## src/rtl/temp_pkg.sv

```systemverilog
// -----------------------------------------------------------------------------
// temp_pkg
// Shared constants for the ADT7420 temperature-to-BCD converter:
//   - FSM state encoding (legacy-style localparam constants)
//   - arithmetic constants for the Celsius / Fahrenheit scaling
//   - conversion latencies for both build variants
//   - dd_step(): one double-dabble iteration (add-3 correction, then shift)
// -----------------------------------------------------------------------------
package temp_pkg;

   localparam int DIGITS          = 4;
   localparam int BCD_BITS        = 13;
   localparam int F_OFFSET_TENTHS = 320;
   localparam int F_MUL           = 18;
   localparam int ROUND_HALF      = 8;

   // Clocks from the accepted strobe edge to the out_valid cycle
   localparam int LAT_C  = 14;
   localparam int LAT_CF = 28;

   localparam logic [2:0] ST_IDLE   = 3'd0;
   localparam logic [2:0] ST_PREP_C = 3'd1;
   localparam logic [2:0] ST_BCD_C  = 3'd2;
   localparam logic [2:0] ST_PREP_F = 3'd3;
   localparam logic [2:0] ST_BCD_F  = 3'd4;

   // One double-dabble step: every digit >= 5 gets +3, then the whole
   // 16-bit BCD word shifts left taking in the next binary bit.
   function automatic logic [15:0] dd_step(input logic [15:0] bcd,
                                           input logic        in_bit);
      logic [15:0] adj;
      adj = bcd;
      for (int i = 0; i < DIGITS; i++) begin
         if (adj[i*4 +: 4] >= 4'd5) begin
            adj[i*4 +: 4] = adj[i*4 +: 4] + 4'd3;
         end else begin
            adj[i*4 +: 4] = adj[i*4 +: 4];
         end
      end
      return {adj[14:0], in_bit};
   endfunction

endpackage

```

## src/rtl/bcd_dd13.sv

```systemverilog
// -----------------------------------------------------------------------------
// bcd_dd13
// Sequential 13-bit binary to 4-digit BCD converter (double dabble), one
// iteration per clock, 13 iterations per conversion.
// Ports:
//   clk, rst_n  clock, asynchronous active-low reset
//   start       load bin and begin a conversion on the next edge
//   bin         13-bit unsigned binary operand
//   done        high in the cycle whose closing edge performs the last
//               iteration
//   bcd         value the next iteration produces; in the done cycle this
//               is the finished result, so the caller can register it on
//               the same edge the engine finishes (no extra cycle)
// -----------------------------------------------------------------------------
module bcd_dd13
   import temp_pkg::*;
(
   input  logic                clk,
   input  logic                rst_n,
   input  logic                start,
   input  logic [BCD_BITS-1:0] bin,
   output logic                done,
   output logic [15:0]         bcd
);

   logic [BCD_BITS-1:0] r_bin;
   logic [15:0]         r_bcd;
   logic [3:0]          r_cnt;
   logic [15:0]         w_bcd_nxt;

   // Next BCD value: correct digits, shift in the binary MSB
   always_comb begin
      w_bcd_nxt = dd_step(r_bcd, r_bin[BCD_BITS-1]);
   end

   // Operand shift register, BCD accumulator and iteration counter
   always_ff @(posedge clk or negedge rst_n) begin
      if (!rst_n) begin
         r_bin <= '0;
         r_bcd <= 16'd0;
         r_cnt <= 4'd0;
      end else if (start) begin
         r_bin <= bin;
         r_bcd <= 16'd0;
         r_cnt <= 4'd13;
      end else if (r_cnt != 4'd0) begin
         r_bin <= {r_bin[BCD_BITS-2:0], 1'b0};
         r_bcd <= w_bcd_nxt;
         r_cnt <= r_cnt - 4'd1;
      end else begin
         r_bin <= r_bin;
         r_bcd <= r_bcd;
         r_cnt <= r_cnt;
      end
   end

   assign done = (r_cnt == 4'd1);
   assign bcd  = w_bcd_nxt;

endmodule

```

## src/rtl/temp_bcd_conv.sv

```systemverilog
// -----------------------------------------------------------------------------
// temp_bcd_conv
// Converts the raw ADT7420 13-bit temperature register into sign-magnitude
// BCD tenths of a degree Celsius and, optionally, Fahrenheit. One conversion
// per raw_valid strobe; all results load together with a one-cycle out_valid
// and are held until the next conversion completes.
// Build option: define TEMP_FAHRENHEIT_EN to add the Fahrenheit pass
// (latency 28 clocks); without it f_sign/f_bcd are 0 and latency is 14.
// Ports:
//   clk, rst_n  100 MHz clock, asynchronous active-low reset
//   raw         temperature register, bits [15:3] two's complement 1/16 C
//   raw_valid   start strobe, sampled only while idle
//   busy        conversion in progress
//   out_valid   one-cycle pulse, results valid in the same cycle
//   c_sign/c_bcd  Celsius sign and {hundreds,tens,ones,tenths}
//   f_sign/f_bcd  Fahrenheit sign and digits (same layout)
// -----------------------------------------------------------------------------
module temp_bcd_conv
   import temp_pkg::*;
(
   input  logic                clk,
   input  logic                rst_n,
   input  logic [15:0]         raw,
   input  logic                raw_valid,
   output logic                busy,
   output logic                out_valid,
   output logic                c_sign,
   output logic [DIGITS*4-1:0] c_bcd,
   output logic                f_sign,
   output logic [DIGITS*4-1:0] f_bcd
);

   logic [2:0]          r_state;
   logic [2:0]          w_state_nxt;
   logic signed [12:0]  r_t16;
   logic                r_c_sign_h;
   logic                r_out_valid;
   logic                r_c_sign;
   logic [15:0]         r_c_bcd;

   logic [12:0]         w_mag;
   logic [16:0]         w_ct_sum;
   logic [16:0]         w_ct_sh;
   logic                w_dd_start;
   logic [12:0]         w_dd_bin;
   logic                w_dd_done;
   logic [15:0]         w_dd_bcd;
   logic                w_unused;

   // The three fractional bits below 1/16 C are not part of the reading
   assign w_unused = ^raw[2:0];

`ifdef TEMP_FAHRENHEIT_EN
   logic signed [17:0]  w_t18;
   logic signed [17:0]  w_prod;
   logic signed [17:0]  w_ft;
   logic [17:0]         w_ft_mag;
   logic                r_f_sign_h;
   logic [15:0]         r_c_bcd_h;
   logic                r_f_sign;
   logic [15:0]         r_f_bcd;
`endif

   // Celsius tenths: |t|*10 via shift-add, +8 then >>4 rounds half away
   // from zero because it is applied to the magnitude
   always_comb begin
      if (r_t16[12]) begin
         w_mag = 13'd0 - r_t16;
      end else begin
         w_mag = r_t16;
      end
      w_ct_sum = ({4'd0, w_mag} << 3) + ({4'd0, w_mag} << 1) + 17'(ROUND_HALF);
      w_ct_sh  = w_ct_sum >> 4;
   end

`ifdef TEMP_FAHRENHEIT_EN
   // Fahrenheit tenths: arithmetic shift on the signed product floors;
   // the 32.0 F offset is added after the division
   always_comb begin
      w_t18  = {{5{r_t16[12]}}, r_t16};
      w_prod = w_t18 * $signed(18'(F_MUL)) + $signed(18'(ROUND_HALF));
      w_ft   = (w_prod >>> 4) + $signed(18'(F_OFFSET_TENTHS));
      if (w_ft[17]) begin
         w_ft_mag = 18'd0 - w_ft;
      end else begin
         w_ft_mag = w_ft;
      end
   end
`endif

   // Shared BCD engine: loaded from PREP_C, and from PREP_F when present
   always_comb begin
`ifdef TEMP_FAHRENHEIT_EN
      w_dd_start = (r_state == ST_PREP_C) || (r_state == ST_PREP_F);
      if (r_state == ST_PREP_F) begin
         w_dd_bin = w_ft_mag[12:0];
      end else begin
         w_dd_bin = w_ct_sh[12:0];
      end
`else
      w_dd_start = (r_state == ST_PREP_C);
      w_dd_bin   = w_ct_sh[12:0];
`endif
   end

   bcd_dd13 u_dd (
      .clk   (clk),
      .rst_n (rst_n),
      .start (w_dd_start),
      .bin   (w_dd_bin),
      .done  (w_dd_done),
      .bcd   (w_dd_bcd)
   );

   // Next-state logic
   always_comb begin
      w_state_nxt = r_state;
      case (r_state)
         ST_IDLE: begin
            if (raw_valid) begin
               w_state_nxt = ST_PREP_C;
            end else begin
               w_state_nxt = ST_IDLE;
            end
         end
         ST_PREP_C: w_state_nxt = ST_BCD_C;
         ST_BCD_C: begin
            if (w_dd_done) begin
`ifdef TEMP_FAHRENHEIT_EN
               w_state_nxt = ST_PREP_F;
`else
               w_state_nxt = ST_IDLE;
`endif
            end else begin
               w_state_nxt = ST_BCD_C;
            end
         end
`ifdef TEMP_FAHRENHEIT_EN
         ST_PREP_F: w_state_nxt = ST_BCD_F;
         ST_BCD_F: begin
            if (w_dd_done) begin
               w_state_nxt = ST_IDLE;
            end else begin
               w_state_nxt = ST_BCD_F;
            end
         end
`endif
         default: w_state_nxt = ST_IDLE;
      endcase
   end

   // State register
   always_ff @(posedge clk or negedge rst_n) begin
      if (!rst_n) begin
         r_state <= ST_IDLE;
      end else begin
         r_state <= w_state_nxt;
      end
   end

   // Operand capture and Celsius sign (forced positive on zero magnitude)
   always_ff @(posedge clk or negedge rst_n) begin
      if (!rst_n) begin
         r_t16      <= 13'sd0;
         r_c_sign_h <= 1'b0;
      end else begin
         if ((r_state == ST_IDLE) && raw_valid) begin
            r_t16 <= raw[15:3];
         end
         if (r_state == ST_PREP_C) begin
            r_c_sign_h <= r_t16[12] && (w_ct_sh != 17'd0);
         end
      end
   end

`ifdef TEMP_FAHRENHEIT_EN
   // Intermediate holds so both scales reach the outputs on one edge
   always_ff @(posedge clk or negedge rst_n) begin
      if (!rst_n) begin
         r_c_bcd_h  <= 16'd0;
         r_f_sign_h <= 1'b0;
      end else begin
         if ((r_state == ST_BCD_C) && w_dd_done) begin
            r_c_bcd_h <= w_dd_bcd;
         end
         if (r_state == ST_PREP_F) begin
            r_f_sign_h <= w_ft[17] && (w_ft_mag != 18'd0);
         end
      end
   end

   // Result registers: atomic update at the end of the Fahrenheit pass
   always_ff @(posedge clk or negedge rst_n) begin
      if (!rst_n) begin
         r_out_valid <= 1'b0;
         r_c_sign    <= 1'b0;
         r_c_bcd     <= 16'd0;
         r_f_sign    <= 1'b0;
         r_f_bcd     <= 16'd0;
      end else begin
         r_out_valid <= 1'b0;
         if ((r_state == ST_BCD_F) && w_dd_done) begin
            r_out_valid <= 1'b1;
            r_c_sign    <= r_c_sign_h;
            r_c_bcd     <= r_c_bcd_h;
            r_f_sign    <= r_f_sign_h;
            r_f_bcd     <= w_dd_bcd;
         end
      end
   end

   assign f_sign = r_f_sign;
   assign f_bcd  = r_f_bcd;
`else
   // Result registers: update at the end of the Celsius pass
   always_ff @(posedge clk or negedge rst_n) begin
      if (!rst_n) begin
         r_out_valid <= 1'b0;
         r_c_sign    <= 1'b0;
         r_c_bcd     <= 16'd0;
      end else begin
         r_out_valid <= 1'b0;
         if ((r_state == ST_BCD_C) && w_dd_done) begin
            r_out_valid <= 1'b1;
            r_c_sign    <= r_c_sign_h;
            r_c_bcd     <= w_dd_bcd;
         end
      end
   end

   assign f_sign = 1'b0;
   assign f_bcd  = 16'd0;
`endif

   assign busy      = (r_state != ST_IDLE);
   assign out_valid = r_out_valid;
   assign c_sign    = r_c_sign;
   assign c_bcd     = r_c_bcd;

endmodule

```

## config.mk

```make
export PLATFORM = sky130hd
export DESIGN_NAME = temp_bcd_conv
export DESIGN_NICKNAME = d
export VERILOG_FILES = /design/src/rtl/temp_pkg.sv /design/src/rtl/bcd_dd13.sv /design/src/rtl/temp_bcd_conv.sv
export SDC_FILE = /design/constraint.sdc
export NUM_CORES = 1
export LEC_CHECK = 0
export CAP_MARGIN = 30
export CORE_MARGIN = 2
export CORE_UTILIZATION = 55
export CTS_BUF_LIST = sky130_fd_sc_hd__clkbuf_4 sky130_fd_sc_hd__clkbuf_8
export DETAILED_ROUTE_END_ITERATION = 7
export DONT_BUFFER_PORTS = 1
export GPL_TIMING_DRIVEN = 0
export PLACE_DENSITY_LB_ADDON = 0.05
export SLEW_MARGIN = 20
export SYNTH_ARGS = -nofsm -noshare
export SYNTH_HDL_FRONTEND = slang
export SYNTH_SLANG_ARGS = --single-unit
```

## constraint.sdc

```tcl
create_clock -name clk -period 10.9 [get_ports clk]
set_clock_uncertainty 0.1 [all_clocks]
set_input_delay 1.09 -clock clk [delete_from_list [all_inputs] [get_ports clk]]
set_output_delay 1.09 -clock clk [all_outputs]
set_load 0.005 [all_outputs]
```

==> results of run 1 <==
-- how the worst min path moves through the flow --
| stage | slack (ns) | end | from | cells past startpoint |
|---|---|---|---|---|
| after floorplan | 0.34 | c_sign | r_c_sign_h | 2 |
| after global placement | 0.39 | c_bcd[14] | c_bcd[14] | 2 |
| after detailed placement | 0.39 | c_sign | r_c_sign_h | 2 |
| after CTS | 0.33 | c_bcd[6] | rst_n | 0 |
| after global routing | 0.32 | r_t16[10] | rst_n | 0 |
| final | 0.34 | c_bcd[6] | rst_n | 0 |
-- cells in the mapped netlist (2+ instances only) --
library cell | instances | area, um2
nor2b_1 | 5 | 31.3
dfrtp_1 | 67 | 1680
nand2_1 | 68 | 255
mux2i_1 | 6 | 60.1
inv_1 | 18 | 67.6
nand2b_1 | 9 | 56.3
a21boi_0 | 2 | 15.0
xnor2_1 | 20 | 175
nor2_1 | 27 | 101
a211oi_1 | 8 | 60.1
ha_1 | 33 | 413
clkbuf_1 | 15 | 56.3
o22ai_1 | 2 | 12.5
buf_4 | 17 | 128
o21a_1 | 5 | 37.5
and2_1 | 2 | 12.5
and3_1 | 6 | 37.5
mux2_2 | 16 | 180
nor3_1 | 6 | 30.0
a21o_1 | 2 | 15.0
nand3b_1 | 2 | 15.0
nor4_1 | 4 | 25.0
o31ai_1 | 4 | 30.0
o21ai_0 | 30 | 150
xor2_1 | 2 | 17.5
nor3b_1 | 6 | 45.0
nand3_1 | 5 | 25.0
a31oi_1 | 7 | 43.8
a21oi_1 | 37 | 185
-- area by class of cell --
cell class	count	area, um2	area share [%]
inverter	19	71.3	1.57
clock inverter	4	27.5	0.606
tap	99	124	2.73
multi-input combinational	352	2310	50.8
clock buffer	11	145	3.20
sequential	67	1680	36.9
buffer	33	189	4.16
-- kinds of logic (layout without fill, tap and decap cells) --
family / Yosys count / after routing / synth area share, %
AOI/OAI and AO/OA: 107 / 107 / 15.4
and+or+nand+nor: 150 / 150 / 17.5
DFF: 67 / 67 / 40.1
other: 1 / 17 / 0.0896
buffers and inverters: 52 / 67 / 6.22
adders and majority gates: 34 / 34 / 10.3
xor gates and xnor gates: 22 / 22 / 4.60
muxes: 22 / 22 / 5.74
-- metal layers --
layer	GRT usage, %	routed length [um]
met1	27.2	3860
met2	39.1	4270
met3	4.23	306
met4	6.44	140
met5	0	0
-- metrics by stage --
| stage | util [%] | instances | hold slack (ns) | setup slack [ns] |
|---|---|---|---|---|
| 6_report | 62.3 | 585 | 0.345 | 6.94 |
| 5_1_grt | 62.3 | 585 | 0.323 | 6.61 |
| 4_1_cts | 62.3 | 585 | 0.334 | 6.94 |
| 3_5_place_dp | 59.9 | 570 | 0.386 | 6.97 |
| 3_3_place_gp | 59.9 | 570 | 0.388 | 6.96 |
| 2_1_floorplan | - | 471 | 0.338 | 7.37 |
-- flip-flops by register name, summed over array words and instances, names as in the netlist --
register,cells
c_bcd,16
u_dd.r_bcd,16
r_t16,13
u_dd.r_bin,13
u_dd.r_cnt,4
r_state,2
c_sign,1
out_valid,1
r_c_sign_h,1
==> metrics.yaml, run 1 <==
run_status: "complete, no violations"
num_rows: 31
synth_seq_cells: 67
crit_arrival_ns: 4.06
crit_top_cell: "ha_1"
drcViolationCount: 0
yosysWarnings: 0
worstSetupPathDepth: 14
vias: 3223
grt_pass1_vias: 3108
fin_crit_sh_pct: 36.3
cp.buffers_inverters: 1
cts_max_level: 3
tns_ns: 0
final_area_um2: 4540
clk_path_buf_depth: 2
grt_max_degree: 68
grt_usage_pct: 22.0
worstSetupEndpointType: "flip-flop"
postSynthAreaPerCell_um2: 9.20
synth_edf_count: 0
clk_pin_slew_worst_paths_ns: 0.08
antenna_left: 0
fillCellCount: 663
crit_path_end: "r_c_sign_h"
place.port_buffers: 0
overflow: 0
die_x_um: 91.2
die_area_um2: 8320
hpwlAfterDp_um: 6360
worstPathMaxFanout: 7
final_cell_mix: "nand2_1 (68), dfrtp_1 (67), a21oi_1 (37)"
slew_headroom_pct: 62.1
antenna_found_initial: 0
dpl_cell_area_um2: 4370
first_pass_iters: 4
grt_pass1_wl_um: 14700
path_cells: "inv_1, ha_1, or3b_4, nand2b_1, o31ai_1, xnor2_1, ha_1, ha_1, a21oi_1, nand2_1, o21ai_1, o31ai_1, nor4_1, a41oi_2"
cp_slowest_cell: "or3b_4"
hold_buffers: 0
max_stage_delay_ns: 0.41
synthToLayoutAreaGrowth_pct: 8.52
setup_violations: 0
cp.required_ns: 11.00
antenna_cells: 0
slew_violations: 0
synth_top_flop_cell: "dfrtp_1"
async_flop_share_pct: 100
finalCriticalPeriod_ns: 3.96
fin_nets: 535
start_util_pct: 57.4
final_common_cell: "nand2_1"
die_h_um: 91.2
cap_violations: 0
regToRegEndpoint: "r_c_sign_h"
cts_buffers: 9
rsz0062_at_grt: "no"
cts.sinks: 67
fmax_mhz: 252
cts_resized: 0
crit_path_start: "r_t16[0]"
io_pins: 55
cp_top_family: "compound AO/OA/AOI/OAI gates"
yosysUniqueCellTypes: 53
r2r-start: "r_t16[0]"
reg2reg_slack_ns: 6.94
gp_congestion: 0.822
ys_seq_area_share_pct: 40.1
drt_iter0_drc: 139
post_drt_via_cell_ratio: 5.51
wl_per_cell_um: 14.7
worst_pin_slew_ns: 0.568
synthesis.instances: 455
hp-class: "primary input to asynchronous set/reset pin"
cp-start-kind: "flip-flop"
clk_latency_ns: 0.33
path_class: "flip-flop to flip-flop"
final-hold-violation-count: 0
root_buffer: "clkbuf_8"
drt_wl_total_um: 8580
syn_area_um2: 4190
coreArea_um2: 7290
rr_worst_depth: 14
drive_above_1_share_pct: 11.9
cts_tree: "yes"
post_cts_buffers: 0
Power of run 1 is not shown: default switching activity piles up to over one toggle a cycle in this logic, so the estimate is an artifact.
==> run 2, diff against run 1 <==
==> constraint.sdc (replaced) <==
create_clock -name clk -period 4.14 [get_ports clk]
set_clock_uncertainty 0.1 [all_clocks]
set_input_delay 0.414 -clock clk [delete_from_list [all_inputs] [get_ports clk]]
set_output_delay 0.414 -clock clk [all_outputs]
set_load 0.005 [all_outputs]
==> run 2 against run 1 <==
Net effect:
- count of clock-buffer cells in the layout is the same
- hold slack got worse by 0.24 ns
- sequential share of layout area down 0.39 points
- critical path type unchanged
- largest cell class unchanged
- highest routed layer unchanged
==> metrics.yaml, run 2 (synthesis gave the netlist of run 1 again) <==
run_status: "complete, no violations"
coreArea_um2: 7290
hpwlAfterDp_um: 6360
crit_top_cell: "ha_1"
start_util_pct: 57.4
post_drt_via_cell_ratio: 5.52
slew_headroom_pct: 62.3
final-hold-violation-count: 0
drive_above_1_share_pct: 12.7
cts_buffers: 9
cp.required_ns: 4.24
num_rows: 31
antenna_found_initial: 0
first_pass_iters: 4
cts.sinks: 67
max_stage_delay_ns: 0.41
grt_pass1_wl_um: 14900
wl_per_cell_um: 14.6
setup_violations: 0
cp-start-kind: "flip-flop"
antenna_cells: 0
final_cell_mix: "nand2_1 (68), dfrtp_1 (67), a21oi_1 (35)"
grt_usage_pct: 22.3
cp_slowest_cell: "or3b_4"
die_h_um: 91.2
finalCriticalPeriod_ns: 3.81
synthToLayoutAreaGrowth_pct: 9.69
fin_hold_ws_ns: 0.106
cts_max_level: 3
worst_pin_slew_ns: 0.565
vias: 3243
place.port_buffers: 0
path_cells: "inv_1, ha_1, or3b_4, nand2b_1, o31ai_1, xnor2_1, ha_1, ha_1, a21oi_2, nand2_1, a31oi_1, nor3_1, nor4_1, a41oi_2"
cts_tree: "yes"
clk_path_buf_depth: 2
drt_wl_total_um: 8590
io_pins: 55
die_x_um: 91.2
clk_pin_slew_worst_paths_ns: 0.07
clk_latency_ns: 0.33
grt_pass1_vias: 3127
drcViolationCount: 0
crit_arrival_ns: 3.91
fin_nets: 537
worstSetupEndpointType: "flip-flop"
drt_iter0_drc: 106
fin_crit_sh_pct: 92.0
final_core_util_pct: 63.0
fmax_mhz: 262
gp_congestion: 0.822
tns_ns: 0
antenna_left: 0
final_common_cell: "nand2_1"
rsz0062_at_grt: "no"
slew_violations: 0
hp-class: "primary input to flip-flop"
path_class: "flip-flop to flip-flop"
root_buffer: "clkbuf_8"
cap_violations: 0
grt_max_degree: 68
worstPathMaxFanout: 7
overflow: 0
die_area_um2: 8320
[run 2: cell types whose count changed in the layout (fill, tap and decap cells not counted)]
| cell | delta |
|---|---|
| a21oi_2 | +2 |
| dlygate4sd3_1 | +1 |
| buf_16 | +1 |
| a21oi_1 | -2 |
| o21ai_2 | +1 |
| o21ai_1 | -1 |
[run 2: routing by layer]
metal	track usage, %	part of all wire [%]	vias up
met3	4.15	3.7	10
met4	6.44	1.6	0
li1	-	-	1604
met2	40.1	51	66
met5	0	0	-
met1	27.1	43	1563
[run 2: area by class of cell]
class / count / area [um2]
Clock buffer: 11 / 145
Tap cell: 99 / 124
Buffer: 33 / 189
Inverter: 19 / 71.3
Fill cell: 659 / 2700
Clock inverter: 4 / 27.5
Multi-Input combinational cell: 352 / 2320
Timing Repair Buffer: 2 / 37.5
Sequential cell: 67 / 1680
[run 2: worst paths after layout]
| path | startpoint | end | slack (ns) | cells after the start |
|---|---|---|---|---|
| worst max-delay path | r_t16[0] | r_c_sign_h | 0.33 | 14 |
| worst min-delay path | raw[3] | r_t16[0] | 0.11 | 2 |
| worst max register to register | r_t16[0] | r_c_sign_h | 0.33 | 14 |
| worst min register to register | c_bcd[0] | c_bcd[0] | 0.40 | 2 |
| max in group asynchronous | rst_n | u_dd.r_bin[0] | 3.15 | 2 |
| min in group asynchronous | rst_n | c_bcd[7] | 0.51 | 2 |
[run 2: stage by stage]
stage / std cells / instance area (um2) / setup WS (ns)
4_1_cts: 587 / 4580 / 0.179
2_1_floorplan: 471 / 4250 / 0.613
5_1_grt: 587 / 4590 / 0.0612
6_report: 587 / 4590 / 0.330
3_3_place_gp: 570 / 4370 / 0.203
3_5_place_dp: 570 / 4370 / 0.205
[run 2: critical path, delay by kind of cell (launching register included)]
kind / cells / cell delay [ns]
AO/OA/AOI/OAI: 4 / 0.96
AND/OR/NAND/NOR: 5 / 1.10
XOR/XNOR: 1 / 0.19
flip-flops: 1 / 0.39
buffers and inverters: 1 / 0.10
adder cells (fa/ha/maj): 3 / 0.83
[run 2: repair_timing]
item	4_1_cts	5_1_grt
resized for setup	0	3
setup endpoints to repair	0	1
buffers inserted	0	0
endpoints found under the hold margin	67	0
hold buffers	2	0
Power of run 2 is left out for the same reason.
